$ cat config.mk
export PLATFORM = sky130hd
export DESIGN_NAME = tmds_decoder
export DESIGN_NICKNAME = d
export VERILOG_FILES = /design/src/rtl/tmds_decoder.sv
export SDC_FILE = /design/constraint.sdc
export NUM_CORES = 1
export LEC_CHECK = 0
export BUFFER_PORTS_ARGS = -buffer_cell sky130_fd_sc_hd__buf_2
export CORE_MARGIN = 5
export CORE_UTILIZATION = 65
export CTS_BUF_LIST = sky130_fd_sc_hd__clkbuf_2
export DETAILED_ROUTE_END_ITERATION = 8
export PLACE_DENSITY = 0.95
export SYNTH_ARGS = -nofsm -noshare
export SYNTH_HDL_FRONTEND = slang
export SYNTH_SLANG_ARGS = --single-unit
$ cat constraint.sdc
create_clock -name clk -period 5.1 [get_ports clk]
set_clock_uncertainty 0.1 [all_clocks]
set_input_delay 0.255 -clock clk [delete_from_list [all_inputs] [get_ports clk]]
set_output_delay 0.255 -clock clk [all_outputs]
set_load 0.01 [all_outputs]
$ cat src/rtl/tmds_decoder.sv
// TMDS channel decoder: finds the 10-bit word boundary in a deserialized
// stream by hunting for runs of control tokens, then decodes each aligned
// word into video data, control data and the video data enable.
module tmds_decoder #(
  parameter int CTRL_RUN      = 8,
  parameter int SEARCH_WINDOW = 4096,
  parameter int LOCK_TIMEOUT  = 8192
) (
  input  logic       clk,
  input  logic       rst_n,
  input  logic [9:0] raw_word,
  input  logic       resync,
  output logic [7:0] vd,
  output logic [1:0] cd,
  output logic       vde,
  output logic       locked,
  output logic [3:0] offset
);

  localparam int RUN_W = $clog2(CTRL_RUN + 1);
  localparam int WIN_W = $clog2(SEARCH_WINDOW + 1);
  localparam int TO_W  = $clog2(LOCK_TIMEOUT + 1);

  localparam logic [RUN_W-1:0] RUN_LAST = RUN_W'(CTRL_RUN - 1);
  localparam logic [WIN_W-1:0] WIN_LAST = WIN_W'(SEARCH_WINDOW - 1);
  localparam logic [TO_W-1:0]  TO_LAST  = TO_W'(LOCK_TIMEOUT - 1);

  typedef enum logic {
    ST_SEARCH = 1'b0,
    ST_LOCKED = 1'b1
  } state_t;

  state_t           state_q, state_d;
  logic [3:0]       offset_q, offset_d, offset_inc;
  logic [RUN_W-1:0] run_q, run_d;
  logic [WIN_W-1:0] win_q, win_d;
  logic [TO_W-1:0]  to_q, to_d;

  logic [9:0]  prev_q, prev_d;
  logic [18:0] cat;
  logic [9:0]  win_cand [10];
  logic [9:0]  w;
  logic        w_ctrl;
  logic [1:0]  w_tok;

  logic [9:0]  w1_q, w1_d;
  logic        ctrl1_q, ctrl1_d;
  logic [1:0]  tok1_q, tok1_d;

  logic [7:0]  d1;
  logic [7:0]  dec;

  logic [7:0]  vd_q, vd_d;
  logic [1:0]  cd_q, cd_d;
  logic        vde_q, vde_d;

  // The top bit of the newest word can never fall inside a 10-bit window
  // (largest offset is 9), so the concatenation stops at bit 18.
  assign cat = {raw_word[8:0], prev_q};

  genvar gi;
  for (gi = 0; gi < 10; gi++) begin : g_win
    assign win_cand[gi] = cat[gi +: 10];
  end

  // Select the aligned word and classify it as a control token or data.
  always_comb begin
    w = win_cand[0];
    for (int i = 1; i < 10; i++) begin
      if (offset_q == 4'(i)) w = win_cand[i];
    end
    w_ctrl = 1'b1;
    w_tok  = 2'b00;
    case (w)
      10'h354: w_tok = 2'b00;
      10'h0AB: w_tok = 2'b01;
      10'h154: w_tok = 2'b10;
      10'h2AB: w_tok = 2'b11;
      default: w_ctrl = 1'b0;
    endcase
    prev_d  = raw_word;
    w1_d    = w;
    ctrl1_d = w_ctrl;
    tok1_d  = w_tok;
  end

  // Undo the optional inversion, then the XOR/XNOR chain of the encoder.
  assign d1     = w1_q[9] ? ~w1_q[7:0] : w1_q[7:0];
  assign dec[0] = d1[0];
  for (gi = 1; gi < 8; gi++) begin : g_dec
    assign dec[gi] = d1[gi] ^ d1[gi-1] ^ ~w1_q[8];
  end

  assign offset_inc = (offset_q == 4'd9) ? 4'd0 : offset_q + 4'd1;

  // Alignment FSM: hunt for a token run per offset, then watch for loss.
  always_comb begin
    state_d  = state_q;
    offset_d = offset_q;
    run_d    = run_q;
    win_d    = win_q;
    to_d     = to_q;
    if (resync) begin
      state_d  = ST_SEARCH;
      offset_d = 4'd0;
      run_d    = '0;
      win_d    = '0;
      to_d     = '0;
    end else begin
      case (state_q)
        ST_SEARCH: begin
          if (w_ctrl && run_q == RUN_LAST) begin
            // Final token of the run: lock immediately, even on the last
            // cycle of the window.
            state_d = ST_LOCKED;
            run_d   = '0;
            win_d   = '0;
            to_d    = '0;
          end else if (win_q == WIN_LAST) begin
            offset_d = offset_inc;
            run_d    = '0;
            win_d    = '0;
          end else begin
            run_d = w_ctrl ? run_q + RUN_W'(1) : '0;
            win_d = win_q + WIN_W'(1);
          end
        end
        default: begin
          if (w_ctrl) begin
            to_d = '0;
          end else if (to_q == TO_LAST) begin
            state_d  = ST_SEARCH;
            offset_d = offset_inc;
            run_d    = '0;
            win_d    = '0;
            to_d     = '0;
          end else begin
            to_d = to_q + TO_W'(1);
          end
        end
      endcase
    end
  end

  // Output stage, gated by the lock state that becomes visible at the
  // same edge so vde/vd are never nonzero while locked reads 0.
  always_comb begin
    vd_d  = 8'h00;
    cd_d  = cd_q;
    vde_d = 1'b0;
    if (state_d != ST_LOCKED) begin
      cd_d = 2'b00;
    end else if (ctrl1_q) begin
      cd_d = tok1_q;
    end else begin
      vde_d = 1'b1;
      vd_d  = dec;
    end
  end

  // All state, pipeline and output registers.
  always_ff @(posedge clk) begin
    if (!rst_n) begin
      state_q  <= ST_SEARCH;
      offset_q <= 4'd0;
      run_q    <= '0;
      win_q    <= '0;
      to_q     <= '0;
      prev_q   <= 10'd0;
      w1_q     <= 10'd0;
      ctrl1_q  <= 1'b0;
      tok1_q   <= 2'b00;
      vd_q     <= 8'h00;
      cd_q     <= 2'b00;
      vde_q    <= 1'b0;
    end else begin
      state_q  <= state_d;
      offset_q <= offset_d;
      run_q    <= run_d;
      win_q    <= win_d;
      to_q     <= to_d;
      prev_q   <= prev_d;
      w1_q     <= w1_d;
      ctrl1_q  <= ctrl1_d;
      tok1_q   <= tok1_d;
      vd_q     <= vd_d;
      cd_q     <= cd_d;
      vde_q    <= vde_d;
    end
  end

  assign vd     = vd_q;
  assign cd     = cd_q;
  assign vde    = vde_q;
  assign locked = (state_q == ST_LOCKED);
  assign offset = offset_q;

endmodule

==> results by group <==
Status
  – Status: complete, no violations

Synthesis
  – Post-synth top cells: dfxtp_1 (70), nand2_1 (48), nor2_1 (43), a21oi_1 (37), o21ai_0 (28)
  – Number of distinct library cells after synthesis: 80
  – Seq cells post-synth: 70
  – Top cell type's share of synthesized area: 0.3271
  – Sequential area share after synthesis: 0.3271
  – Post-synthesis mux area share: 0.04322
  – Post-synthesis xor/xnor area fraction: 0.02862
  – Yosys warnings: 0
  – Synth top area cells: dfxtp_1 (33%), a21oi_1 (4.3%), nand2_1 (4.2%)
  – Syn nets: 551
  – Largest family of logic cells by synthesized area: simple AND/OR/NAND/NOR gates
  – Post-Synth Simple-Gate Area: 0.2950
  – EDFF count, synth: 0
  – Adder-cell area share of the yosys netlist: 0.008762
  – Ys flop type: dfxtp_1
  – Async set-reset flop share out of synthesis: 0
  – Syn avg cell area: 8.008 sq um
  – Area leader, netlist: dfxtp_1
  – Compound-Gate Fraction of Synth Area: 0.2412
  – Post-Syn Instances: 535
  – Synthesized area: 4284 sq um
  – Count leader, synth: dfxtp_1

Final layout
  – Synth-to-Final Area Change: 8.002%
  – Layout Nets: 573
  – Share of layout cells above drive strength 1: 0.1388
  – Filler cells: 481
  – Number of diodes: 0
  – Fin util: 0.7245

Floorplan
  – Num rows: 29
  – Die Y: 91.19 um
  – Initial Util: 0.6708
  – I/O pin total: 29
  – Die X-Extent: 91.19 um
  – Core region area: 6386 sq um
  – Die ar.: 8315 sq um

Placed design
  – Placer Congestion: 1.024
  – Port Buffers: 28
  – DP Wirelength: 7935 um

Global route
  – Antenna violations before repair: 0
  – GRT Overall Usage: 0.2730
  – First-pass GRT wire length: 18730 um
  – Pin count of the biggest net entering global routing: 30
  – GRT Residual Overflow: 0
  – Vias in the first global route: 3790

Timing
  – Setup TNS: 0 ps
  – Fin. Hold Viols: 0
  – Pins Over Slew Limit: 0
  – Period utilization: 0.8577
  – Worst-Margin Slew: 1147 ps
  – RSZ-0062 raised after global routing: no
  – Count of final setup violators: 0
  – Min cycle time layout: 4374 ps
  – Peak Freq: 0.2286 GHz
  – Max_slew headroom: 0.2291

Setup path
  – Worst r2r path cells: 9
  – Setup CP Type: reg2reg
  – Critical Path Source Type: flop
  – CP required: 5450 ps
  – Setup crit end kind: flop
  – Critical Path Fanout Max: 28
  – Critical Path AT: 4720 ps

Clock tree
  – Sink Count: 70
  – Setup bufs post-CTS: 0
  – Hold Buf Count CTS: 11
  – Clk_lat worst skew: 530 ps
  – Clk buf depth: 2
  – CTS resizes: 0
  – Root Buffer: clkbuf_2
  – CTS Buf Count: 9
  – CTS tree: done
  – H-tree Lvls: 3
  – Reg clk slew, reported paths: 210 ps

Power and ir drop
  – Leak pwr: 1.724 nW
  – Pwr dens: 217.0 nW/um^2
  – Max VDD drop: 207.1 uV

Worst hold path
  – Worst Hold Class: in2reg
  – WHS Path Cells: 4

Route
  – Vias post-DR: 4207
  – Vias/cell: 6.584
  – First-iteration detailed-routing DRC count: 417
  – WL/cell: 17.90 um
  – Post-route DRC: 0
  – TritonRoute pass-1 iters: 5
  – Final antenna-violating net count: 0
  – Post-Route WL: 11440 um

Run
  – Max-Cap Viols: 0
where the power goes:
part           switching, mW  internal [mW]
clock network          0.199          0.159
registers             0.0114          0.556
logic                 0.0450         0.0337
total                  0.255          0.749
sequential cells by signal (all words and copies together) (netlist names):
name,cells
to_q,14
win_q,13
prev_q,10
w1_q,10
vd,8
offset,4
run_q,4
cd,2
tok1_q,2
ctrl1_q,1
locked,1
vde,1
kinds of logic after synthesis:
| kind of cell | Yosys count |
|---|---|
| xor+xnor | 14 |
| compound gates | 148 |
| flops | 70 |
| mux | 18 |
| buf+inv | 50 |
| fa+ha+maj | 3 |
| simple gates | 232 |
worst max-delay path, stage by stage, from the launching register on:
cell and delay [ps]:
dfxtp_1 1010, nand2b_1 390, o311ai_0 580, a21oi_1 210, o21ai_0 250, or4_1 290, a21boi_1 180, nor3_1 900
o21ai_0 240, o21ai_0 160
area by class of cell:
cell class              instances  area [sq um]  share of cell area
well taps                      77         96.34             0.02082
clock buffers                   9         45.04            0.009735
repair buffers                 44         287.8             0.06220
clock inverters                 7         88.84             0.01920
flip-flops and latches         70          1403              0.3031
inverters                      17         63.81             0.01379
multi-input cells             415          2643              0.5711
routing by layer:
metal,wire length (um),up-vias,track usage
li1,-,1988,-
met1,4906,1996,0.3666
met2,5322,203,0.4255
met3,1015,20,0.06033
met4,195,0,0.1100
met5,0,-,0
final timing paths:
kind	end	slack [ps]	startpoint
setup / recovery	win_q[9]	730	offset[3]
hold / removal	win_q[12]	160	resync
setup reg to reg	win_q[9]	730	offset[3]
hold reg to reg	win_q[12]	370	win_q[12]
per-stage QoR:
| step | std cells | setup WS (ps) | power, mW | hold slack [ps] | cell area, sq um |
|---|---|---|---|---|---|
| after floorplan | 535 | 1948 | 0.6231 | 276.7 | 4284 |
| after global placement | 612 | 988.0 | 0.6466 | 335.0 | 4383 |
| after detailed placement | 612 | 910.5 | 0.6476 | 349.3 | 4383 |
| after CTS | 639 | 863.7 | 1.006 | 129.0 | 4627 |
| after global routing | 639 | 396.8 | 1.037 | 205.3 | 4627 |
| final | 639 | 725.5 | 1.004 | 161.5 | 4627 |
placed cells by master, fill, tap and decap left out, drive strengths merged, types with 9 or more instances in the layout:
cell type	instances
dfxtp	70
nor2	52
nand2	49
a21oi	37
o21ai	35
buf	33
nand3	21
inv	17
nand2b	16
and3	16
nor3	15
and2	14
mux2i	14
xnor2	14
nor3b	14
dlygate4sd3	11
clkbuf	9
(Power assumes the default switching activity.)
